$ cat src/rtl/dmem_arbiter_pkg.sv
`default_nettype none
// ============================================================================
// Module   : dmem_arbiter_pkg
// Purpose  : Shared widths and port-ID encoding for the data-memory arbiter.
// Revision : 1.0 - initial release
// ============================================================================
package dmem_arbiter_pkg;

  // Default geometry of the data memory: 1024 words of 32 bits.
  localparam int DEF_ADDR_W = 10;
  localparam int DEF_DATA_W = 32;

  // Requester identity, used both by the round-robin history and by the
  // read-return owner register.
  typedef enum logic {
    PORT_P = 1'b0,  // pipeline memory-access stage
    PORT_D = 1'b1   // loader / debug port
  } port_e;

endpackage : dmem_arbiter_pkg
`default_nettype wire

$ cat src/rtl/dmem_arbiter_rr_arb2.sv
`default_nettype none
// ============================================================================
// Module   : rr_arb2
// Purpose  : Two-requester round-robin picker. A lone requester always wins;
//            on a tie the requester that was not granted last wins.
// Revision : 1.0 - initial release
// ============================================================================
module rr_arb2
  import dmem_arbiter_pkg::*;
(
  input  logic       clk,
  input  logic       rst,
  input  logic [1:0] req,   // bit 0 = P, bit 1 = D
  input  logic       adv,   // allow the history to move on this grant
  output logic [1:0] gnt    // one-hot grant
);

  port_e last_gnt_q;
  port_e last_gnt_d;

  // Pick the winner for this cycle from the request vector and history.
  always_comb begin
    gnt = 2'b00;
    case (req)
      2'b01:   gnt = 2'b01;
      2'b10:   gnt = 2'b10;
      2'b11:   gnt = (last_gnt_q == PORT_D) ? 2'b01 : 2'b10;
      default: gnt = 2'b00;
    endcase
  end

  // Remember who won so the other side wins the next tie.
  always_comb begin
    last_gnt_d = last_gnt_q;
    if (adv && (gnt != 2'b00)) begin
      last_gnt_d = gnt[1] ? PORT_D : PORT_P;
    end
  end

  // History register; starts at D so the pipeline wins the first tie.
  always_ff @(posedge clk or posedge rst) begin
    if (rst) begin
      last_gnt_q <= PORT_D;
    end else begin
      last_gnt_q <= last_gnt_d;
    end
  end

endmodule : rr_arb2
`default_nettype wire

$ cat src/rtl/dmem_arbiter.sv
`default_nettype none
// ============================================================================
// Module   : dmem_arbiter
// Purpose  : Shares a single-port data memory between the pipeline (P) and
//            the loader/debug port (D). Grants are combinational, reads
//            return one cycle after the grant to the port that issued them.
// Revision : 1.0 - initial release
// ============================================================================
module dmem_arbiter
  import dmem_arbiter_pkg::*;
#(
  parameter int ADDR_W = DEF_ADDR_W,
  parameter int DATA_W = DEF_DATA_W
) (
  input  logic              clk,
  input  logic              rst,
  // pipeline port
  input  logic              p_req,
  input  logic              p_we,
  input  logic [ADDR_W-1:0] p_addr,
  input  logic [DATA_W-1:0] p_wdata,
  output logic              p_gnt,
  output logic              p_stall,
  output logic              p_rvalid,
  output logic [DATA_W-1:0] p_rdata,
  // loader / debug port
  input  logic              d_req,
  input  logic              d_we,
  input  logic [ADDR_W-1:0] d_addr,
  input  logic [DATA_W-1:0] d_wdata,
  output logic              d_gnt,
  output logic              d_rvalid,
  output logic [DATA_W-1:0] d_rdata,
  // memory side
  output logic              mem_en,
  output logic              mem_we,
  output logic [ADDR_W-1:0] mem_addr,
  output logic [DATA_W-1:0] mem_wdata,
  input  logic [DATA_W-1:0] mem_rdata
);

  logic [1:0]        req;
  logic [1:0]        gnt;

  logic              rd_pending_q, rd_pending_d;
  port_e             rd_owner_q,   rd_owner_d;
  logic [DATA_W-1:0] p_rdata_q,    p_rdata_d;
  logic [DATA_W-1:0] d_rdata_q,    d_rdata_d;

  // Requests seen while reset is high are never granted.
  assign req = {d_req, p_req} & {2{~rst}};

  // The memory accepts every grant immediately, so history always advances.
  rr_arb2 u_rr_arb2 (
    .clk (clk),
    .rst (rst),
    .req (req),
    .adv (1'b1),
    .gnt (gnt)
  );

  assign p_gnt   = gnt[0];
  assign d_gnt   = gnt[1];
  assign p_stall = p_req & ~p_gnt;

  // Steer the granted port onto the memory; idle bus is driven to zero.
  always_comb begin
    mem_en    = 1'b0;
    mem_we    = 1'b0;
    mem_addr  = '0;
    mem_wdata = '0;
    if (gnt[0]) begin
      mem_en    = 1'b1;
      mem_we    = p_we;
      mem_addr  = p_addr;
      mem_wdata = p_wdata;
    end else if (gnt[1]) begin
      mem_en    = 1'b1;
      mem_we    = d_we;
      mem_addr  = d_addr;
      mem_wdata = d_wdata;
    end
  end

  // Track the read in flight so its data goes back to the right port.
  always_comb begin
    rd_pending_d = mem_en & ~mem_we;
    rd_owner_d   = rd_owner_q;
    if (mem_en && !mem_we) begin
      rd_owner_d = gnt[1] ? PORT_D : PORT_P;
    end
  end

  // Response demux: the owner sees memory data, the other port holds.
  always_comb begin
    p_rvalid  = rd_pending_q & (rd_owner_q == PORT_P);
    d_rvalid  = rd_pending_q & (rd_owner_q == PORT_D);
    p_rdata   = p_rvalid ? mem_rdata : p_rdata_q;
    d_rdata   = d_rvalid ? mem_rdata : d_rdata_q;
    p_rdata_d = p_rdata;
    d_rdata_d = d_rdata;
  end

  // Read-return and held-data registers; reset drops any in-flight read.
  always_ff @(posedge clk or posedge rst) begin
    if (rst) begin
      rd_pending_q <= 1'b0;
      rd_owner_q   <= PORT_P;
      p_rdata_q    <= '0;
      d_rdata_q    <= '0;
    end else begin
      rd_pending_q <= rd_pending_d;
      rd_owner_q   <= rd_owner_d;
      p_rdata_q    <= p_rdata_d;
      d_rdata_q    <= d_rdata_d;
    end
  end

endmodule : dmem_arbiter
`default_nettype wire

$ cat config.mk
export PLATFORM = sky130hd
export DESIGN_NAME = dmem_arbiter
export DESIGN_NICKNAME = d
export VERILOG_FILES = /design/src/rtl/dmem_arbiter_pkg.sv /design/src/rtl/dmem_arbiter_rr_arb2.sv /design/src/rtl/dmem_arbiter.sv
export SDC_FILE = /design/constraint.sdc
export NUM_CORES = 1
export LEC_CHECK = 0
export BUFFER_PORTS_ARGS = -buffer_cell sky130_fd_sc_hd__clkbuf_2
export CORE_MARGIN = 2
export CORE_UTILIZATION = 40
export CTS_CLUSTER_SIZE = 40
export DETAILED_ROUTE_END_ITERATION = 12
export GPL_TIMING_DRIVEN = 0
export PLACE_DENSITY = 0.87
export SYNTH_ARGS = -nofsm -noshare
export SYNTH_HDL_FRONTEND = slang
export SYNTH_HIERARCHICAL = 1
export SYNTH_SLANG_ARGS = --single-unit
$ cat constraint.sdc
create_clock -name clk -period 2 [get_ports clk]
set_input_delay 0.1 -clock clk [delete_from_list [all_inputs] [get_ports clk]]
set_output_delay 0.1 -clock clk [all_outputs]
set_load 0.1 [all_outputs]
==> results of run 1 <==
synthesized netlist by cell type (2+ instances only):
master and n:
nor2b_1 4, clkbuf_8 3, dfrtp_1 66, mux2_2 35, inv_1 6, clkbuf_1 3
nand2_1 4, buf_6 5, buf_2 2, o21ai_0 2, mux2_4 29, a22o_1 42
buf_12 3
area by class of cell:
class,instances,area [sq um],area share [%]
Timing Repair Buffer,249,2270,36.3
Multi-Input combinational cell,128,1690,27.0
Sequential cell,67,1680,26.8
Buffer,17,239,3.82
Tap cell,102,128,2.04
Clock buffer,9,124,1.98
Clock inverter,7,98.8,1.58
Inverter,6,22.5,0.360
Antenna cell,1,2.50,0.0400
per-layer routing:
metal | track usage (%) | vias up | share of wire (%)
met5 | 0 | - | 0
met4 | 14.6 | 0 | 5.1
met3 | 10.1 | 39 | 7.2
met2 | 57.1 | 185 | 53
met1 | 33.4 | 1525 | 35
li1 | - | 1318 | -
cell families after synthesis:
group           Yosys count
compound gates           49
buf+inv                  24
flops                    67
mux                      65
other cells               1
simple gates             12
critical path, stage by stage, from the launching register on:
cell,delay [ns]
dfstp_2,0.56
inv_2,0.05
a21boi_4,0.15
buf_6,0.16
nor2b_4,0.08
buf_8,0.16
a22o_2,0.24
clkbuf_16,0.20
registers in the layout, indices dropped and copies added (netlist names):
signal                cells
p_rdata_q                32
rd_owner_q                1
rd_pending_q              1
u_rr_arb2/last_gnt_q      1
d_rdata_q                32
how the worst max path moves through the flow:
stage,cells after the start,end,slack [ns]
2_1_floorplan,5,mem_wdata[10],-0.30
3_3_place_gp,2,p_rdata_q[26]$_DFF_PP0_,-0.53
3_5_place_dp,8,mem_wdata[30],-0.14
4_1_cts,7,mem_wdata[1],-0.06
5_1_grt,7,mem_wdata[11],-0.1
6_report,7,mem_wdata[29],-0.04
metrics by stage:
step           total power [mW]  TNS [ns]  setup WS, ns  cells  utilization [%]
2_1_floorplan              7.34    -11.34        -0.304    219                -
3_3_place_gp               8.01    -37.02        -0.531    555             60.8
3_5_place_dp               8.13     -3.98        -0.144    556             61.1
4_1_cts                    9.84     -1.55       -0.0559    580             78.7
5_1_grt                    10.2     -3.18       -0.0994    586             80.6
6_report                   9.93    -0.734       -0.0423    586             80.6
power by group through the flow:
stage	registers (mW)	clock network [mW]	logic, mW
floorplan	1.97	0	5.37
global placement	1.99	0	6.03
detailed placement	2.03	0	6.10
CTS	2.01	1.28	6.56
global route	2.05	1.35	6.81
finish	2.01	1.25	6.67
what timing repair did:
item | CTS | global route
cloned | 2 | 1
endpoints found under the hold margin | 22 | 1
pin swaps | 0 | 1
gates resized for setup | 189 | 49
setup endpoints to repair | 73 | 102
hold buffers | 2 | 1
buffers inserted | 5 | 3
cells in the final DEF, fill, tap and decap left out, drive strengths merged:
| cell | synthesis | final |
|---|---|---|
| dfstp | 1 | 1 |
| o21ai | 2 | 2 |
| dlygate4sd3 | 0 | 3 |
| dfrtp | 66 | 66 |
| clkbuf | 7 | 232 |
| clkinvlp | 0 | 1 |
| or2 | 1 | 1 |
| clkinv | 0 | 2 |
| o31ai | 1 | 1 |
| a31oi | 1 | 1 |
| mux2 | 64 | 64 |
| bufinv | 0 | 2 |
| nor2b | 4 | 4 |
| inv | 6 | 8 |
| buf | 11 | 40 |
| diode | 0 | 1 |
| conb | 1 | 2 |
| a21boi | 2 | 2 |
| mux2i | 1 | 1 |
| a22o | 42 | 42 |
| nand2 | 5 | 5 |
| nand2b | 2 | 2 |
| a21oi | 1 | 1 |
==> impl_metrics.env, run 1 <==
export IMPL_die_h_um=93.7
export IMPL_synth_xor_area_share_pct=0
export IMPL_worst_r2r_endpoint="rd_owner_q$_DFFE_PP0P_"
export IMPL_post_route_period_util_pct=102
export IMPL_skew_ns=0.00554
export IMPL_critPathLaunchType="flip-flop"
export IMPL_ff2ff_path_depth=7
export IMPL_area_growth_pct=94.4
export IMPL_switching_share_pct=58.4
export IMPL_crit_start="u_rr_arb2/last_gnt_q$_DFFE_PP1P_"
export IMPL_rows=32
export IMPL_p_sw_mw=5.80
export IMPL_ios=235
export IMPL_clockBufferDepth=2
export IMPL_yosysTopAreaCell="dfrtp_1"
export IMPL_holdCritPathClass="primary input to flip-flop"
export IMPL_whs_path_depth=2
export IMPL_clock_latency_ns=0.34
export IMPL_ant_nets=0
export IMPL_violations="setup timing"
export IMPL_min_from="mem_rdata[4]"
export IMPL_ir_drop_uv=828
export IMPL_synthArstFlopShare_pct=100
export IMPL_critical_path_class="flip-flop to output port"
export IMPL_yosys_warnings=6
export IMPL_worstPathMaxFanout=10
export IMPL_synth_fa_ha_area_share_pct=0
export IMPL_cts_root_buf="clkbuf_8"
export IMPL_die_width_um=93.7
export IMPL_synth_ff_latch_count=67
export IMPL_final_nets=600
export IMPL_path_clk_slew_ns=0.07
export IMPL_first_pass_iters=4
export IMPL_comb_power_share_pct=67.2
export IMPL_end_kind="output port"
export IMPL_netlist_area_leader_share_pct=51.3
export IMPL_drc=0
export IMPL_leakage_nw=3.25
export IMPL_setup_viol=38
export IMPL_fmax_ghz=0.490
export IMPL_start_util_pct=41.4
export IMPL_finalMaxSlewViolations=0
export IMPL_grt_pass1_wl_um=20000
export IMPL_synth_top_family_by_area="multiplexers"
export IMPL_drv_cap=0
export IMPL_design_area_sq_um=6260
export IMPL_yosysUniqueCellTypes=27
export IMPL_dieArea_sq_um=8780
export IMPL_netlist_area_sq_um=3220
export IMPL_max_slew_margin_pct=63.0
export IMPL_grt_max_degree=47
export IMPL_overflow=0
export IMPL_wire_per_inst_um=24.0
export IMPL_synth_compound_area_share_pct=12.8
export IMPL_first_global_vias=3389
export IMPL_cts_tree="yes"
export IMPL_whs_endpoint="p_rdata_q[4]$_DFF_PP0_"
export IMPL_period_minus_slack_ns=2.04
export IMPL_gp_congestion=0.861
export IMPL_synth_edf_count=0
export IMPL_cts_max_level=3
export IMPL_synth_area_leaders="dfrtp_1 (51%), mux2_4 (14%), mux2_2 (12%), a22o_1 (11%), buf_12 (1.9%)"
export IMPL_drtIter0Drc=100
export IMPL_via_per_inst=5.23
export IMPL_via_count=3067
export IMPL_io_buffers=234
export IMPL_seqPwrFrac_pct=20.2
export IMPL_whs_ns=0.0174
export IMPL_muxShareOfSynthArea_pct=26.1
export IMPL_antenna_found_initial=1
export IMPL_outcome="finished, violations left"
export IMPL_core_area_sq_um=7770
export IMPL_grt_total_usage_pct=31.7
export IMPL_hold_viol=0
export IMPL_clock_power_share_pct=12.6
export IMPL_synth_avg_cell_area_sq_um=14.8
export IMPL_placed_cell_area_sq_um=4750
export IMPL_p_per_area_nw_per_um2=1590
export IMPL_fillers=419
export IMPL_r2r_start="u_rr_arb2/last_gnt_q$_DFFE_PP1P_"
export IMPL_cp_required_ns=1.90
export IMPL_hpwl_um=9160
export IMPL_worstMarginPinSlew_ns=0.557
export IMPL_synth_simple_area_share_pct=2.25
export IMPL_seq_area_frac_synth_pct=52.1
export IMPL_setup_ws_ns=-0.0423
export IMPL_syn_instance_count=218
export IMPL_clock_sinks=67
export IMPL_rsz0062_at_grt="true"
export IMPL_r2r_slack_ns=0.46
export IMPL_intPower_mw=4.13
export IMPL_arrival_ns=1.94
export IMPL_drive_above_1_share_pct=82.4
export IMPL_synth_top_flop_cell="dfrtp_1"
export IMPL_routed_wl_um=14100
export IMPL_cts_made_buffers=9
No activity file was read; power rests on OpenSTA's default activity.
==> run 2, diff against run 1 <==
- BUFFER_PORTS_ARGS: -buffer_cell sky130_fd_sc_hd__clkbuf_2 -> -buffer_cell sky130_fd_sc_hd__buf_2
==> impl_metrics.env, run 2 (synthesis gave the netlist of run 1 again) <==
export IMPL_path_clk_slew_ns=0.09
export IMPL_hold_viol=0
export IMPL_antenna_found_initial=2
export IMPL_post_route_period_util_pct=101
export IMPL_finalMaxSlewViolations=0
export IMPL_hpwl_um=9040
export IMPL_end_kind="output port"
export IMPL_cts_tree="yes"
export IMPL_critPathLaunchType="flip-flop"
export IMPL_fillers=525
export IMPL_setup_viol=25
export IMPL_worst_r2r_endpoint="rd_owner_q$_DFFE_PP0P_"
export IMPL_cts_root_buf="clkbuf_8"
export IMPL_drv_cap=0
export IMPL_first_global_vias=3017
export IMPL_gp_congestion=0.887
export IMPL_max_slew_margin_pct=66.5
export IMPL_leakage_nw=2.97
export IMPL_holdCritPathClass="primary input to flip-flop"
export IMPL_finalCoreUtilization_pct=73.3
export IMPL_mostFrequentLayoutCells="buf_2 (182), dfrtp_1 (66), mux2_2 (35)"
export IMPL_start_util_pct=41.4
export IMPL_r2r_start="u_rr_arb2/last_gnt_q$_DFFE_PP1P_"
export IMPL_die_h_um=93.7
export IMPL_via_per_inst=5.01
export IMPL_total_power_mw=9.65
export IMPL_area_growth_pct=76.9
export IMPL_rows=32
export IMPL_ir_drop_uv=839
export IMPL_worstMarginPinSlew_ns=0.501
export IMPL_drive_above_1_share_pct=82.1
export IMPL_critical_path_class="flip-flop to output port"
export IMPL_setup_ws_ns=-0.0222
export IMPL_die_width_um=93.7
export IMPL_fmax_ghz=0.495
export IMPL_violations="setup timing"
export IMPL_routed_wl_um=11900
export IMPL_drtIter0Drc=67
export IMPL_clockBufferDepth=2
export IMPL_arrival_ns=1.92
export IMPL_grt_total_usage_pct=26.2
export IMPL_first_pass_iters=4
export IMPL_overflow=0
export IMPL_worstPathMaxFanout=10
export IMPL_core_area_sq_um=7770
export IMPL_design_area_sq_um=5690
export IMPL_whs_path_depth=2
export IMPL_period_minus_slack_ns=2.02
export IMPL_rsz0062_at_grt="true"
export IMPL_ios=235
export IMPL_drc=0
export IMPL_dieArea_sq_um=8780
export IMPL_cp_required_ns=1.90
export IMPL_whs_endpoint="p_rdata_q[29]$_DFF_PP0_"
export IMPL_final_nets=598
export IMPL_top_regs="d_rdata_q x32, p_rdata_q x32"
export IMPL_skew_ns=0.0117
export IMPL_placed_cell_area_sq_um=4750
export IMPL_io_buffers=234
export IMPL_grt_max_degree=47
export IMPL_cts_max_level=3
export IMPL_grt_pass1_wl_um=17100
export IMPL_tns_ns=-0.225
export IMPL_final_common_cell="buf_2"
export IMPL_min_from="mem_rdata[29]"
export IMPL_via_count=2928
export IMPL_r2r_slack_ns=0.42
export IMPL_clock_sinks=67
export IMPL_ff2ff_path_depth=7
export IMPL_p_per_area_nw_per_um2=1700
export IMPL_clock_latency_ns=0.33
export IMPL_outcome="finished, violations left"
export IMPL_wire_per_inst_um=20.3
export IMPL_ant_nets=0
export IMPL_cts_made_buffers=9
==> run 2: worst max-delay path: stages, from the launching register on <==
cell and delay [ns]:
dfstp_2 0.59, inv_2 0.07, a21boi_4 0.14, buf_6 0.15, nor2b_4 0.07, buf_8 0.15
a22o_2 0.24, buf_12 0.17
==> run 2: timing repair <==
action / 4_1_cts / 5_1_grt
setup endpoints to repair: 44 / 50
gates resized for setup: 112 / 54
hold buffers: 2 / 2
buffers inserted: 3 / 4
cloned: 0 / 1
hold endpoints to repair: 22 / 2
pin swaps: 1 / 1
==> run 2: final cells by class <==
class	instances	area (sq um)	area share (%)
Multi-Input combinational cell	128	1580	27.8
Inverter	6	22.5	0.396
Timing Repair Buffer	247	1810	31.7
Clock inverter	6	95.1	1.67
Antenna cell	2	5.00	0.0879
Tap cell	102	128	2.24
Sequential cell	67	1680	29.5
Buffer	17	239	4.20
Clock buffer	10	138	2.42
==> run 2: per-stage QoR <==
step / hold WS, ns / setup WS [ns] / instances
6_report: 0.0177 / -0.0222 / 585
5_1_grt: 0.000882 / -0.0774 / 585
4_1_cts: 0.00393 / -0.0000515 / 576
3_5_place_dp: 0.142 / -0.126 / 556
3_3_place_gp: 0.128 / -0.543 / 555
2_1_floorplan: -0.0103 / -0.304 / 219
==> run 2: layer usage <==
metal	GRT usage, %	part of all wire [%]	up-vias
li1	-	-	1317
met3	9.07	8.0	22
met4	8.82	2.7	0
met1	30.9	38	1431
met5	0	0	-
met2	44.6	52	158
==> run 2: worst max-delay path by stage <==
stage,cells past startpoint,slack (ns),start,to
after floorplan,5,-0.30,u_rr_arb2/last_gnt_q$_DFFE_PP1P_,mem_wdata[10]
after global placement,2,-0.54,rst,d_rdata_q[26]$_DFF_PP0_
after detailed placement,8,-0.13,rst,mem_wdata[30]
after CTS,7,-0.00005,u_rr_arb2/last_gnt_q$_DFFE_PP1P_,mem_wdata[1]
after global routing,6,-0.08,u_rr_arb2/last_gnt_q$_DFFE_PP1P_,mem_wdata[5]
final,7,-0.02,u_rr_arb2/last_gnt_q$_DFFE_PP1P_,mem_wdata[1]
==> run 2: where the power goes <==
group	internal, mW	switching [mW]
logic	1.33	5.03
registers	1.85	0.146
clock network	0.750	0.548
total	3.93	5.73
==> run 3, diff against run 2 <==
- GPL_TIMING_DRIVEN: 0 -> unset
- TNS_END_PERCENT: unset -> 100
- clock period: 2 -> 2.2 ns (I/O delays scaled with it)
==> impl_metrics.env, run 3 (synthesis gave the netlist of run 1 again) <==
export IMPL_use_met1_pct=27.1
export IMPL_finalCoreUtilization_pct=64.8
export IMPL_diodes=0
export IMPL_area_growth_pct=56.4
export IMPL_post_route_period_util_pct=96.6
export IMPL_via_count=2807
export IMPL_fmax_ghz=0.471
export IMPL_overflow=0
export IMPL_ios=235
export IMPL_clock_sinks=67
export IMPL_critPathLaunchType="flip-flop"
export IMPL_finalMaxSlewViolations=0
export IMPL_outcome="finished clean"
export IMPL_drv_cap=0
export IMPL_cts_made_buffers=9
export IMPL_cts_tree="yes"
export IMPL_final_nets=579
export IMPL_p_per_area_nw_per_um2=1700
export IMPL_worstMarginPinSlew_ns=0.648
export IMPL_holdCritPathClass="primary input to flip-flop"
export IMPL_final_common_cell="buf_2"
export IMPL_period_minus_slack_ns=2.12
export IMPL_critical_path_class="flip-flop to output port"
export IMPL_dieArea_sq_um=8780
export IMPL_worstPathMaxFanout=33
export IMPL_cp_required_ns=2.09
export IMPL_ir_drop_uv=724
export IMPL_rsz0062_at_grt="true"
export IMPL_leakage_nw=2.70
export IMPL_antenna_found_initial=0
export IMPL_mostFrequentLayoutCells="buf_2 (172), dfrtp_1 (66), buf_4 (49)"
export IMPL_clockBufferDepth=2
export IMPL_setup_viol=0
export IMPL_clock_latency_ns=0.34
export IMPL_start_util_pct=41.4
export IMPL_top_regs="d_rdata_q x32, p_rdata_q x32"
export IMPL_gp_congestion=0.831
export IMPL_grt_use_met2_pct=41.3
export IMPL_cts_max_level=3
export IMPL_met3_usage_pct=6.42
export IMPL_die_width_um=93.7
export IMPL_grt_pass1_wl_um=15300
export IMPL_globalRoute_busiestLayer="met2"
export IMPL_cts_root_buf="clkbuf_8"
export IMPL_path_clk_slew_ns=0.08
export IMPL_total_power_mw=8.57
export IMPL_stdcell_count=564
export IMPL_post_cts_buffers=0
export IMPL_drive_above_1_share_pct=81.2
export IMPL_first_global_vias=2867
export IMPL_io_buffers=234
export IMPL_hpwl_um=8370
export IMPL_first_pass_iters=4
export IMPL_max_slew_margin_pct=56.8
export IMPL_routed_wl_um=10500
export IMPL_via_per_inst=4.98
export IMPL_arrival_ns=2.01
export IMPL_drtIter0Drc=49
export IMPL_hold_viol=0
export IMPL_ant_nets=0
export IMPL_dp_cells=546
export IMPL_grt_total_usage_pct=23.4
export IMPL_wire_per_inst_um=18.6
export IMPL_drc=0
export IMPL_core_area_sq_um=7770
export IMPL_skew_ns=0.00692
export IMPL_die_h_um=93.7
export IMPL_grt_max_degree=39
export IMPL_end_kind="output port"
export IMPL_rows=32
[run 3: changes by cell type in the layout (fill, tap and decap cells not counted), sizes merged]
cell | previous run | this run
buf | 245 | 228
diode | 2 | 0
dlygate4sd3 | 4 | 2
clkbuf | 25 | 24
clkinvlp | 0 | 1
[run 3: layout make-up]
class	instances	area, sq um
fillers	596	2730
repair buffers	245	1490
clock inverters	7	98.8
multi-input cells	128	1490
well taps	102	128
clock buffers	9	124
inverters	6	22.5
flip-flops and latches	67	1680
[run 3: power breakdown]
group | internal, mW | total [mW] | switching (mW)
registers | 1.68 | 1.82 | 0.134
logic | 1.10 | 5.62 | 4.52
clock network | 0.646 | 1.13 | 0.488
[run 3: routing by layer]
layer	wire length, um	up-vias
met4	279	0
met1	3860	1353
met2	5440	155
met5	0	-
li1	-	1276
met3	928	23
[run 3: worst max-delay path, cell delays in order (launching register included)]
cell and delay [ns]:
dfrtp_1 0.39, nand2b_4 0.56, mux2_2 0.43, clkbuf_4 0.28
[run 3: what timing repair did]
| action | in CTS | in global routing |
|---|---|---|
| endpoints found under the setup margin | 34 | 32 |
| endpoints found under the hold margin | 30 | 0 |
| hold buffers | 2 | 0 |
| gates cloned | 0 | 0 |
| pin swaps | 0 | 1 |
| gates resized for setup | 34 | 32 |
[run 3: final timing paths]
kind                                                   from                                to  slack (ns)  cells past startpoint
hold reg to reg                     p_rdata_q[15]$_DFF_PP0_           p_rdata_q[15]$_DFF_PP0_        0.49                      1
max in group asynchronous                               rst            p_rdata_q[4]$_DFF_PP0_        1.13                      4
min in group asynchronous                               rst  u_rr_arb2/last_gnt_q$_DFFE_PP1P_        0.38                      3
setup reg to reg           u_rr_arb2/last_gnt_q$_DFFE_PP1P_            rd_owner_q$_DFFE_PP0P_        0.66                      5
setup / recovery                     rd_owner_q$_DFFE_PP0P_                       p_rdata[31]        0.08                      3
hold / removal                                mem_rdata[25]           p_rdata_q[25]$_DFF_PP0_        0.02                      2
[run 3: per-stage QoR]
stage	setup WS (ns)	instance area (sq um)	setup TNS [ns]	hold slack [ns]
global placement	0.356	4640	0	0.151
global route	-0.0145	5030	-0.0324	0.00888
detailed placement	0.317	4640	0	0.151
floorplan	-0.129	3390	-4.14	-0.000303
finish	0.0757	5030	0	0.0208
CTS	0.00171	4970	0	0.00342
